$ cat src/rtl/voice_scheduler.sv
// Sequences NUM_VOICES voices per sample tick over one shared multiplier/divider and mixes their outputs.
// Frame is >= 2*NUM_VOICES+2 cycles; ticks arriving outside IDLE are dropped and flagged as overrun.
module voice_scheduler #(
    parameter int NUM_VOICES = 8,
    parameter int TIMEOUT    = 1023,
    parameter int MIX_SHIFT  = 2
) (
    input  logic                     clk,
    input  logic                     rst,
    input  logic                     sample_tick,
    output logic [NUM_VOICES-1:0]    voice_start,
    input  logic [NUM_VOICES-1:0]    voice_finish,
    input  logic [NUM_VOICES*32-1:0] voice_mult_a,
    input  logic [NUM_VOICES*32-1:0] voice_mult_b,
    input  logic [NUM_VOICES*48-1:0] voice_div_n,
    input  logic [NUM_VOICES*48-1:0] voice_div_d,
    input  logic [NUM_VOICES*24-1:0] voice_wave,
    output logic [31:0]              mult_a,
    output logic [31:0]              mult_b,
    output logic [47:0]              div_n,
    output logic [47:0]              div_d,
    output logic [23:0]              mix_out,
    output logic                     mix_valid,
    output logic                     busy,
    output logic                     overrun,
    output logic [NUM_VOICES-1:0]    timeout_err
);

    localparam int IDX_W = (NUM_VOICES > 1) ? $clog2(NUM_VOICES) : 1;
    localparam int ACC_W = 24 + $clog2(NUM_VOICES) + 1;
    localparam int WD_W  = (TIMEOUT > 0) ? $clog2(TIMEOUT + 1) : 1;

    localparam logic [IDX_W-1:0]        LAST_IDX = IDX_W'(NUM_VOICES - 1);
    localparam logic [WD_W-1:0]         WD_MAX   = WD_W'(TIMEOUT);
    localparam logic signed [ACC_W-1:0] SAT_MAX  = ACC_W'(24'h7F_FFFF);
    localparam logic signed [ACC_W-1:0] SAT_MIN  = ~SAT_MAX;

    typedef enum logic [1:0] {
        S_IDLE  = 2'd0,
        S_START = 2'd1,
        S_WAIT  = 2'd2,
        S_DONE  = 2'd3
    } state_e;

    state_e                   state_q, state_d;
    logic [IDX_W-1:0]         idx_q, idx_d;
    logic [WD_W-1:0]          wdog_q, wdog_d;
    logic signed [ACC_W-1:0]  acc_q, acc_d;
    logic [23:0]              mix_out_q, mix_out_d;
    logic                     mix_valid_q, mix_valid_d;
    logic                     overrun_q, overrun_d;
    logic [NUM_VOICES-1:0]    terr_q, terr_d;

    logic [NUM_VOICES-1:0]    idx_oh;
    logic                     sel_fin;
    logic signed [23:0]       sel_wave;
    logic [31:0]              sel_ma, sel_mb;
    logic [47:0]              sel_dn, sel_dd;
    logic signed [ACC_W-1:0]  wave_ext;
    logic signed [ACC_W-1:0]  shifted;
    logic                     advance;

    // Granted-voice select; loop form keeps non-power-of-two voice counts in range.
    always_comb begin
        idx_oh   = '0;
        sel_fin  = 1'b0;
        sel_wave = '0;
        sel_ma   = '0;
        sel_mb   = '0;
        sel_dn   = '0;
        sel_dd   = '0;
        for (int i = 0; i < NUM_VOICES; i++) begin
            if (idx_q == IDX_W'(i)) begin
                idx_oh[i] = 1'b1;
                sel_fin   = voice_finish[i];
                sel_wave  = voice_wave[i*24 +: 24];
                sel_ma    = voice_mult_a[i*32 +: 32];
                sel_mb    = voice_mult_b[i*32 +: 32];
                sel_dn    = voice_div_n[i*48 +: 48];
                sel_dd    = voice_div_d[i*48 +: 48];
            end
        end
    end

    assign wave_ext = {{(ACC_W-24){sel_wave[23]}}, sel_wave};

    always_comb begin
        state_d     = state_q;
        idx_d       = idx_q;
        wdog_d      = wdog_q;
        acc_d       = acc_q;
        mix_out_d   = mix_out_q;
        mix_valid_d = 1'b0;
        overrun_d   = overrun_q;
        terr_d      = terr_q;
        voice_start = '0;
        mult_a      = '0;
        mult_b      = '0;
        div_n       = '0;
        div_d       = '0;
        advance     = 1'b0;
        shifted     = '0;

        case (state_q)
            S_IDLE: begin
                if (sample_tick) begin
                    idx_d   = '0;
                    acc_d   = '0;
                    state_d = S_START;
                end
            end
            S_START: begin
                voice_start = idx_oh;
                mult_a      = sel_ma;
                mult_b      = sel_mb;
                div_n       = sel_dn;
                div_d       = sel_dd;
                wdog_d      = '0;
                state_d     = S_WAIT;
            end
            S_WAIT: begin
                mult_a = sel_ma;
                mult_b = sel_mb;
                div_n  = sel_dn;
                div_d  = sel_dd;
                // Finish is checked before the deadline so a same-cycle finish is never flagged.
                if (sel_fin) begin
                    acc_d   = acc_q + wave_ext;
                    advance = 1'b1;
                end else if (wdog_q == WD_MAX) begin
                    terr_d  = terr_q | idx_oh;
                    advance = 1'b1;
                end else begin
                    wdog_d = wdog_q + WD_W'(1);
                end
            end
            S_DONE: begin
                state_d = S_IDLE;
            end
            default: begin
                state_d = S_IDLE;
            end
        endcase

        // The mix is registered on the last advance so it is presented during DONE.
        shifted = acc_d >>> MIX_SHIFT;
        if (advance) begin
            if (idx_q == LAST_IDX) begin
                state_d     = S_DONE;
                mix_valid_d = 1'b1;
                if (shifted > SAT_MAX) begin
                    mix_out_d = 24'h7F_FFFF;
                end else if (shifted < SAT_MIN) begin
                    mix_out_d = 24'h80_0000;
                end else begin
                    mix_out_d = shifted[23:0];
                end
            end else begin
                idx_d   = idx_q + IDX_W'(1);
                state_d = S_START;
            end
        end

        if (sample_tick && (state_q != S_IDLE)) begin
            overrun_d = 1'b1;
        end
    end

    always_ff @(posedge clk) begin
        if (rst) begin
            state_q     <= S_IDLE;
            idx_q       <= '0;
            wdog_q      <= '0;
            acc_q       <= '0;
            mix_out_q   <= '0;
            mix_valid_q <= 1'b0;
            overrun_q   <= 1'b0;
            terr_q      <= '0;
        end else begin
            state_q     <= state_d;
            idx_q       <= idx_d;
            wdog_q      <= wdog_d;
            acc_q       <= acc_d;
            mix_out_q   <= mix_out_d;
            mix_valid_q <= mix_valid_d;
            overrun_q   <= overrun_d;
            terr_q      <= terr_d;
        end
    end

    assign mix_out     = mix_out_q;
    assign mix_valid   = mix_valid_q;
    assign busy        = (state_q != S_IDLE);
    assign overrun     = overrun_q;
    assign timeout_err = terr_q;

endmodule

$ cat config.mk
export PLATFORM = sky130hd
export DESIGN_NAME = voice_scheduler
export DESIGN_NICKNAME = d
export VERILOG_FILES = /design/src/rtl/voice_scheduler.sv
export SDC_FILE = /design/constraint.sdc
export NUM_CORES = 1
export LEC_CHECK = 0
export CORE_AREA = 2 2 648 650
export CTS_BUF_LIST = sky130_fd_sc_hd__clkbuf_2
export DETAILED_ROUTE_END_ITERATION = 16
export DIE_AREA = 0 0 650 652
export GPL_ROUTABILITY_DRIVEN = 0
export PLACE_DENSITY = 0.3
export SYNTH_ARGS = -nofsm -noshare
export SYNTH_HDL_FRONTEND = slang
export SYNTH_SLANG_ARGS = --single-unit
$ cat constraint.sdc
create_clock -name clk -period 9.6 [get_ports clk]
set_input_delay 2.4 -clock clk [delete_from_list [all_inputs] [get_ports clk]]
set_output_delay 2.4 -clock clk [all_outputs]
set_load 0.05 [all_outputs]
## Word level (Yosys, flattened, before mapping)

Cells that the tools add are included.

- Flip-flop bits (word level): 77
- Input port bits: 1,483

- Add/sub/neg operators: 3
- $lt $le $gt $ge: 2
- Eq/ne operators: 16
- Muxes and demuxes: 80
- Bitwise gates (word level): 3
- Reduce and logical (&&, ||, !) cells: 14

Operator list:

| cell | count |
|---|---|
| $mux W48 | 18 |
| $mux W32 | 18 |
| $mux W24 | 10 |
| $mux W28 | 2 |
| $pmux W28 S2 | 1 |
| $add A28 B24 Y28 | 1 |
| $gt A26 B24 Y1 const B | 1 |
| $lt A26 B24 Y1 const B | 1 |
| $mux W10 | 2 |
| $pmux W10 S2 | 1 |
| $mux W1 | 19 |
| $eq A3 B3 Y1 const B | 4 |
| $mux W3 | 4 |
| $add A10 B1 Y10 const B | 1 |
| $eq A10 B10 Y1 const B | 1 |
| $reduce_and A3 Y1 | 3 |
| $mux W8 | 1 |
| $ne A2 B2 Y1 const B | 4 |
| $or A8 B8 Y8 | 1 |
| $eq A3 B2 Y1 const B | 2 |
| $mux W2 | 3 |
| $pmux W2 S3 | 1 |
| $reduce_bool A2 Y1 | 3 |
| $eq A2 B2 Y1 const B | 2 |
| other kinds (11) | 14 |

## Longest topological paths before layout

Gate-level depths: netlist of the first run.

- Depth in word-level cells: 15
- Mapped depth: 26
- Mapped depth without buffers: 21

## Least setup slack after synthesis of the first run

Ideal clock, no wire load.

- Kind: in2out
- Start: input voice_mult_a[61]
- End: output mult_a[29]
- Data arrival time: 3.544 ns
- Data required time: 7.200 ns
- Slack: 3.656 ns
- Stages on the path: 7
- Cells stage by stage: a221oi_1 > o311ai_0 > o21ai_0 > nor2_1 > a21oi_1 > o21ai_0 > a22o_1

- Cells in the longest elaborated chain, start to end: 8

RTL lines:

| element | line | source |
|---|---|---|
| start, declared | 13 | `input logic [NUM_VOICES*32-1:0] voice_mult_a,` |
| $mux W32 (7 in series) | 73 | `if (idx_q == IDX_W'(i)) begin` |
| $mux W32 | 104 | `case (state_q)` |
| end, declared | 18 | `output logic [31:0] mult_a,` |

Every way passes these cells.

## Worst setup path in the final report of the first run

- Start: input voice_div_n[60]
- End: output div_n[12]

- Cells in the longest elaborated chain, start to end: 8

RTL lines:

| element | line | source |
|---|---|---|
| start, declared | 15 | `input logic [NUM_VOICES*48-1:0] voice_div_n,` |
| $mux W48 (7 in series) | 73 |  |
| $mux W48 | 104 |  |
| end, declared | 20 | `output logic [47:0] div_n,` |

Every way passes these cells.

==> flow_summary_export.csv, run 1 <==
group,metric,value,unit
grt,track_usage,13.77,%
critical_path,cp_max_fo,1,
grt,grt-ovfl-total,0,
die,die_area,0.4238,sq mm
clock_network,cts_resized,0,
yosys,async_reset_ff_share,0,%
clock_network,clock-sinks,77,
drt,drtPass1Iterations,5,
yosys,synth_area,0.01633,sq mm
yosys,yosys.area.top_type_share,12.87,%
placement,dp.cells,9762,
drt,drc,0,
clock_network,cts_tree,"yes",
clock_network,hold_buffers,0,
placement,portBuffers,1685,
timing,final.setup.tns,0,ns
placement,placed_area,0.04034,sq mm
timing,fmax,104.3,MHz
clock_network,numCtsBuffers,9,
power_and_ir_drop,max-vdd-ir-drop,0.2310,mV
yosys,syn_inst,2750,
grt,antenna_found_initial,221,
yosys,ys_seq_elements,77,
timing,rsz0062_at_grt,"no",
final_layout,stdcell_count,9867,
final_layout,drive_above_1_share,5.489,%
critical_path,regToRegStartpoint,"idx_q[0]",
power_and_ir_drop,p_leak,12.51,nW
critical_path,cp-start-kind,"primary input",
critical_path,startpoint,"voice_div_n[60]",
placement,post-dp-hpwl,273800,um
yosys,synthDistinctLibCells,63,
drt,routedWlPerCell,31.15,um
power_and_ir_drop,power_density,134.0,mW/mm^2
critical_path,endpoint_kind,"primary output",
yosys,synth-main-ff-cell,"dfxtp_1",
status,violations,"capacitance limit, slew limit",
final_layout,syn_to_final_growth,149.1,%
job,drv_cap,1,
die,start_util,3.926,%
yosys,ys.warnings.count,0,
drt,vias_per_cell,3.167,
timing,fin_ws,0.01270,ns
timing,finalHoldViolations,0,
grt,grt_pass1_wl,377300,um
timing,clock_skew,0.06308,ns
timing,max-slew-margin-rel,-1.570,%
timing,timing.final.crit_share,99.87,%
die,die_w,650,um
timing,setup_viol,0,
clock_network,htree_levels,3,
die,ios,1686,
status,status,"complete, but fails checks",
final_layout,fillerInstances,48800,
yosys,synth_nets,4275,
yosys,synth_edf_count,0,
die,chipHeight,652,um
final_layout,fin_nets,5801,
yosys,syn_area_per_cell,5.940,sq um
clock_network,post_cts_buffers,0,
hold_path,min_path_cells,2,
critical_path,crit_type,"in2out",
placement,dp_slack,0.1899,ns
clock_network,clk_pin_slew,0.24,ns
critical_path,rr_worst_depth,24,
final_layout,layout.area.seq,0.001541,sq mm
grt,grt_pass1_vias,31140,
drt,vias,31250,
final_layout,fin_area,0.04069,sq mm
yosys,ys_seq_area_share,9.437,%
yosys,yosys-top-cells-area,"o21ai_0 (13%), nand2_1 (10%), a221oi_1 (9.8%)",
timing,period_minus_slack,9.587,ns
final_layout,multiInputGateArea,0.01369,sq mm
drt,routed_wl,307300,um
clock_network,worst_skew_pair.late_latency,0.72,ns
clock_network,ctsLongestPathBuffers,2,
drt,ant_nets,0,
hold_path,hp-class,"reg2reg",
critical_path,crit_required,7.20,ns
timing,finalMaxSlewViolations,2,
grt,grt_start_max_net_pins,135,
clock_network,cts_root_buf,"clkbuf_2",
yosys,synth_top_cell_by_area,"o21ai_0",
die,placementRows,237,
hold_path,min_from,"mix_out[2]",
critical_path,arrival,7.19,ns
timing,tightest_slew,1.504,ns
die,fp.coreArea,0.4160,sq mm
drt,drt_iter0_drc,2588,
[logic make-up after synthesis]
| logic type | synth area share (%) |
|---|---|
| XOR/XNOR | 1.501 |
| multiplexers | 0.1379 |
| buffers and inverters | 7.721 |
| AND/OR/NAND/NOR | 23.36 |
| flip-flops | 9.437 |
| adder cells (fa/ha/maj) | 3.263 |
| AO/OA/AOI/OAI | 54.58 |
[synth_stat cells, drive strengths merged (3+ instances only)]
| cell type | number |
|---|---|
| nor2b | 14 |
| clkbuf | 285 |
| o31ai | 3 |
| inv | 18 |
| nand3 | 16 |
| xnor2 | 13 |
| a21o | 19 |
| o21ai | 421 |
| a211oi | 11 |
| a21oi | 222 |
| a31oi | 7 |
| o21a | 4 |
| a2111oi | 4 |
| or3 | 4 |
| nor3 | 9 |
| a22oi | 19 |
| a221oi | 183 |
| nor2 | 421 |
| dfxtp | 77 |
| buf | 30 |
| o211ai | 37 |
| ha | 41 |
| and3 | 8 |
| nand4 | 8 |
| nor4 | 4 |
| a211o | 4 |
| and2 | 14 |
| xor2 | 15 |
| o21bai | 4 |
| nand2 | 453 |
| a22o | 162 |
| o311ai | 183 |
[where the power goes]
part	internal (mW)	total (mW)	switching, mW
Clock	0.0610	0.217	0.156
Combinational	1.62	4.89	3.27
Sequential	0.335	0.348	0.0131
Total	2.01	5.45	3.44
[per-layer routing]
metal | part of all wire [%] | wire [um] | track usage (%) | up-vias
met5 | 0.19 | 583 | 0 | -
met4 | 4.2 | 13040 | 4.741 | 88
met3 | 6.2 | 19170 | 2.906 | 426
met2 | 50 | 153700 | 24.89 | 1881
met1 | 39 | 120800 | 15.95 | 15290
li1 | - | - | - | 13570
[placed cells by master (no fill, tap or decap), types with 37 or more instances in the layout]
| cell type | synthesis | final |
|---|---|---|
| o211ai_1 | 37 | 37 |
| nand2_1 | 453 | 450 |
| diode_2 | 0 | 89 |
| ha_1 | 41 | 39 |
| nor2_1 | 421 | 421 |
| a21oi_1 | 222 | 222 |
| dfxtp_1 | 77 | 77 |
| a22o_1 | 162 | 162 |
| a221oi_1 | 183 | 176 |
| buf_4 | 1 | 146 |
| clkdlybuf4s50_1 | 0 | 1645 |
| o311ai_0 | 183 | 173 |
| o21ai_0 | 420 | 414 |
[final timing paths]
kind / slack, ns / endpoint
worst max-delay path: 0.01 / div_n[12]
worst min-delay path: 0.52 / mix_out[2]
worst max register to register: 1.64 / mix_out[3]
worst min register to register: 0.52 / mix_out[2]
[metrics by stage]
stage,total power [mW],utilization (%),hold slack (ns)
global route,5.739,9.760,0.5304
detailed placement,5.429,9.697,0.4654
global placement,5.437,9.691,0.4530
CTS,5.669,9.726,0.5106
floorplan,2.468,-,0.4543
finish,5.451,9.780,0.5189
[state kept, by name, indices dropped and copies added, names as in the netlist]
register	cells
acc_q	28
idx_q	3
mix_out	24
mix_valid	1
overrun	1
state_q	2
timeout_err	8
wdog_q	10
[worst max-delay path, cell delays in order]
cell and delay, ns:
clkdlybuf4s50_1 0.79, a221oi_1 0.18, o311ai_0 0.89, o21ai_0 0.67, nor2_1 0.48, a21oi_1 0.06
o21ai_0 0.16, a22o_1 0.28, clkdlybuf4s50_1 1.22
[area by class of cell]
type / count / share of cell area (%)
Sequential cell: 77 / 3.789
Clock inverter: 7 / 0.1876
Antenna cell: 89 / 0.5474
Multi-Input combinational cell: 2339 / 33.65
Clock buffer: 9 / 0.1107
Inverter: 19 / 0.1753
Timing Repair Buffer: 1830 / 44.64
Tap cell: 5497 / 16.90
No activity file was read; power rests on OpenSTA's default activity.
==> run 2: changes to the inputs <==
Settings changed: SLEW_MARGIN set to 5.
==> run 2 against run 1 <==
Effect of this change:
- the run now ends clean
- non-clock buffer count fell by 1
- critical path depth stayed put
- first-iteration DRC count fell by 3.7%
- register-to-register slack about the same
- design area about the same
- sequential share of layout area about the same
- wire length about the same
- final cell count decreased by 0.24%
- largest power group unchanged
- highest routed layer unchanged
==> flow_summary_export.csv, run 2 (synthesis gave the netlist of run 1 again) <==
group,metric,value,unit
drt,ant_nets,0,
die,die_area,0.4238,sq mm
drt,drt_iter0_drc,2492,
drt,routedWlPerCell,31.25,um
clock_network,cts_tree,"yes",
placement,post-dp-hpwl,274000,um
critical_path,slowest_delay,1.26,ns
critical_path,cp-start-kind,"primary input",
grt,grt_pass1_vias,31280,
critical_path,crit_required,7.20,ns
final_layout,largest_reg_flops,28,
timing,rsz0062_at_grt,"no",
drt,routed_wl,307600,um
drt,vias_per_cell,3.164,
power_and_ir_drop,p_leak,12.54,nW
timing,whs,0.5094,ns
final_layout,final_cell_mix,"clkdlybuf4s50_1 (1645), nand2_1 (450), nor2_1 (421), o21ai_0 (414), a21oi_1 (222)",
final_layout,regMostFlops,"acc_q",
grt,grt-ovfl-total,0,
clock_network,cts_resized,0,
clock_network,cts_root_buf,"clkbuf_2",
die,placementRows,237,
clock_network,numCtsBuffers,9,
die,ios,1686,
timing,final.setup.tns,0,ns
final_layout,drive_above_1_share,5.467,%
critical_path,crit_type,"in2out",
die,die_w,650,um
critical_path,endpoint_kind,"primary output",
critical_path,cp_max_fo,1,
die,start_util,3.926,%
grt,track_usage,13.79,%
critical_path,cp_cell_sequence,"clkdlybuf4s50_1, a221oi_1, o311ai_0, o21ai_0, nor2_1, a21oi_1, o21ai_0, a22o_1, clkdlybuf4s50_1",
final_layout,syn_to_final_growth,149.1,%
grt,grt_pass1_wl,377500,um
critical_path,slowest_stage,"clkdlybuf4s50_1",
drt,drtPass1Iterations,6,
final_layout,final_common_cell,"clkdlybuf4s50_1",
timing,fmax,106.7,MHz
clock_network,hold_buffers,0,
timing,period_minus_slack,9.376,ns
clock_network,post_cts_buffers,0,
drt,vias,31140,
clock_network,worst_skew_pair.late_latency,0.69,ns
clock_network,clock-sinks,77,
final_layout,fillerInstances,48700,
grt,grt_start_max_net_pins,135,
clock_network,htree_levels,3,
critical_path,cp_num_buf_inv,2,
grt,antenna_found_initial,220,
timing,finalHoldViolations,0,
timing,max-slew-margin-rel,9.790,%
die,fp.coreArea,0.4160,sq mm
status,status,"complete, no violations",
placement,portBuffers,1685,
timing,tightest_slew,1.353,ns
clock_network,clk_pin_slew,0.22,ns
critical_path,arrival,6.98,ns
timing,clock_skew,0.05154,ns
die,chipHeight,652,um
drt,drc,0,
final_layout,fin_nets,5800,
hold_path,hp-class,"reg2reg",
timing,finalMaxSlewViolations,0,
power_and_ir_drop,power_density,135.3,mW/mm^2
power_and_ir_drop,max-vdd-ir-drop,0.1694,mV
timing,timing.final.crit_share,97.67,%
critical_path,cp_top_family,"buffers and inverters",
timing,setup_viol,0,
clock_network,ctsLongestPathBuffers,2,
job,drv_cap,0,
[run 2: area by class of cell]
cell class | instances | area (sq um) | share of cell area (%)
antenna | 66 | 165.2 | 0.4059
clock buffer | 9 | 45.04 | 0.1107
clock inverter | 7 | 145.1 | 0.3567
inverter | 19 | 71.32 | 0.1753
multi-input combinational | 2339 | 13690 | 33.64
sequential | 77 | 1541 | 3.788
tap | 5497 | 6878 | 16.90
timing repair buffer | 1829 | 18160 | 44.62
[run 2: metal layers]
metal  vias up  track usage (%)  part of all wire (%)
li1      13550                -                     -
met1     15210            15.95                    39
met2      1871            25.47                    51
met3       426            2.822                   6.2
met4        82            3.706                   3.5
met5         -                0                  0.17
[run 2: final timing paths]
kind,startpoint,end,slack (ns),depth (start not counted)
min,timeout_err[2],timeout_err[2],0.51,2
max reg2reg,idx_q[0],mix_out[1],1.63,24
max,voice_div_n[60],div_n[12],0.22,9
min reg2reg,timeout_err[2],timeout_err[2],0.51,2
[run 2: through the flow]
| step | power (mW) | area (sq um) | setup slack (ns) | utilization, % | cells |
|---|---|---|---|---|---|
| 6_report | 5.508 | 40690 | 0.2236 | 9.781 | 9843 |
| 5_1_grt | 5.813 | 40610 | 0.1927 | 9.760 | 9808 |
| 4_1_cts | 5.746 | 40530 | 0.2490 | 9.742 | 9777 |
| 3_5_place_dp | 5.433 | 40340 | 0.2539 | 9.696 | 9761 |
| 3_3_place_gp | 5.437 | 40320 | 0.1342 | 9.691 | 9759 |
| 2_1_floorplan | 2.468 | 16330 | 3.656 | - | 2750 |
[run 2: power by group]
part	switching, mW	leakage [nW]	total (mW)	internal [mW]
registers	0.0127	0.621	0.347	0.335
clock network	0.152	0.103	0.291	0.139
logic	3.25	11.8	4.87	1.62
[run 2: worst min-delay path: cells and delay by family (launching register included)]
kind / cells / cell delay, ns
AO/OA/AOI/OAI: 1 / 0.04
flip-flops: 1 / 0.38
AND/OR/NAND/NOR: 1 / 0.07
==> run 3: changes to the inputs <==
Settings changed: REMOVE_ABC_BUFFERS set to 1, TNS_END_PERCENT set to 20.
==> run 3 against run 2 <==
Effect of this change:
- sequential share of layout area about the same
- first-iteration DRC count down 21%
- die area unchanged
- maximum frequency is 9.9% higher
- register-to-register slack gained 0.62 ns
- design area is essentially flat
- worst hold slack worse by 0.0059 ns
- critical endpoint is now div_d[41]
- largest power group unchanged
==> flow_summary_export.csv, run 3 (synthesis gave the netlist of run 1 again) <==
group,metric,value,unit
status,status,"complete, no violations",
critical_path,cp_num_buf_inv,6,
final_layout,multiInputGateArea,0.01379,sq mm
final_layout,final_common_cell,"clkdlybuf4s50_1",
drt,routed_wl,297300,um
critical_path,arrival,6.13,ns
final_layout,regMostFlops,"acc_q",
final_layout,fillerInstances,48660,
final_layout,final_core_util,9.787,%
drt,routedWlPerCell,30.21,um
critical_path,cp_cell_sequence,"inv_1, ha_1, nor2b_4, buf_12, buf_4, buf_4, a221oi_1, buf_4, o311ai_0, o21ai_0, nor2_1, a21oi_1, o21ai_0, a22o_1, clkdlybuf4s50_1",
grt,track_usage,13.33,%
final_layout,fin_area,0.04072,sq mm
drt,ant_nets,0,
hold_path,min_path_cells,2,
critical_path,endpoint_kind,"primary output",
drt,vias_per_cell,3.085,
final_layout,final_cell_mix,"clkdlybuf4s50_1 (1659), nand2_1 (450), nor2_1 (421), o21ai_0 (404), a21oi_1 (221)",
final_layout,drive_above_1_share,5.508,%
die,placementRows,237,
timing,fmax,117.3,MHz
final_layout,layout.area.seq,0.001541,sq mm
job,drv_cap,0,
die,fp.coreArea,0.4160,sq mm
timing,rsz0062_at_grt,"no",
placement,placed_area,0.04045,sq mm
grt,grt_start_max_net_pins,120,
clock_network,cts_resized,0,
clock_network,post_cts_buffers,0,
grt,antenna_found_initial,201,
critical_path,regToRegStartpoint,"idx_q[0]",
grt,grt_pass1_wl,363600,um
critical_path,crit_required,7.20,ns
timing,setup_viol,0,
clock_network,cts_root_buf,"clkbuf_2",
timing,max-slew-margin-rel,1.736,%
die,start_util,3.926,%
drt,drtPass1Iterations,6,
hold_path,min_from,"mix_out[2]",
timing,fin_ws,1.071,ns
critical_path,cp_max_fo,19,
critical_path,critPathCapture,"div_d[41]",
timing,tightest_slew,1.459,ns
placement,post-dp-hpwl,261500,um
grt,grt_pass1_vias,30390,
critical_path,startpoint,"idx_q[0]",
critical_path,crit_path_frequent_cell,"buf_4",
critical_path,crit_cells,15,
drt,drt_iter0_drc,1975,
power_and_ir_drop,p_leak,12.49,nW
critical_path,rr_worst_depth,22,
clock_network,worst_skew_pair.late_latency,0.84,ns
critical_path,cp-start-kind,"flip-flop",
die,ios,1686,
clock_network,htree_levels,3,
critical_path,crit_type,"reg2out",
timing,final.setup.tns,0,ns
die,chipHeight,652,um
clock_network,clk_pin_slew,0.31,ns
final_layout,largest_reg_flops,28,
timing,finalMaxSlewViolations,0,
clock_network,clock-sinks,77,
critical_path,slowest_delay,0.85,ns
critical_path,slowest_stage,"clkdlybuf4s50_1",
timing,period_minus_slack,8.529,ns
timing,finalHoldViolations,0,
critical_path,worst-r2r-setup-slack,2.25,ns
clock_network,ctsLongestPathBuffers,2,
final_layout,fin_nets,5805,
clock_network,cts_tree,"yes",
final_layout,syn_to_final_growth,149.3,%
placement,portBuffers,1685,
critical_path,reg2reg_to,"mix_out[3]",
timing,whs,0.5035,ns
drt,vias,30370,
power_and_ir_drop,max-vdd-ir-drop,0.08273,mV
hold_path,hp-class,"reg2reg",
timing,clock_skew,0.06354,ns
die,die_w,650,um
clock_network,hold_buffers,0,
critical_path,cp_top_family,"buffers and inverters",
timing,timing.final.crit_share,88.84,%
drt,drc,0,
grt,grt-ovfl-total,0,
power_and_ir_drop,power_density,129.6,mW/mm^2
clock_network,numCtsBuffers,9,
placement,dp_slack,1.106,ns
die,die_area,0.4238,sq mm
==> run 3: stage by stage <==
| stage | power, mW | std cells |
|---|---|---|
| floorplan | 2.516 | 2435 |
| global placement | 5.263 | 9762 |
| detailed placement | 5.259 | 9766 |
| CTS | 5.516 | 9782 |
| global route | 5.602 | 9812 |
| finish | 5.277 | 9843 |
==> run 3: final cells by class <==
cell class              count  area share, %
repair buffers           1834          44.63
multi-input cells        2339          33.86
well taps                5497          16.89
flip-flops and latches     77          3.786
diodes                     61         0.3749
inverters                  19         0.1751
clock inverters             7         0.1690
clock buffers               9         0.1106
==> run 3: power by group <==
part	internal [mW]	switching, mW	total (mW)
registers	0.335	0.0119	0.347
logic	1.65	3.05	4.71
clock network	0.0409	0.183	0.224
==> run 3: metal layers <==
layer / routed length [um] / vias up / GRT usage [%]
met5: 477 / - / 0
li1: - / 13560 / -
met1: 117100 / 14800 / 15.34
met2: 151700 / 1561 / 24.74
met4: 9816 / 70 / 3.246
met3: 18230 / 381 / 2.900
==> run 3: worst min path at each step <==
stage | endpoint | slack [ns]
final | mix_out[2] | 0.50
after global routing | timeout_err[5] | 0.53
after CTS | mix_out[2] | 0.51
after detailed placement | timeout_err[7] | 0.46
after global placement | timeout_err[5] | 0.45
after floorplan | wdog_q[8] | 0.45
==> run 3: worst register-to-register path, delay by kind of cell (launching register included) <==
family	cells	cell delay [ns]
buffers and inverters	4	0.93
AO/OA/AOI/OAI	13	3.98
flip-flops	1	0.42
adder cells (fa/ha/maj)	2	1.01
AND/OR/NAND/NOR	3	0.99
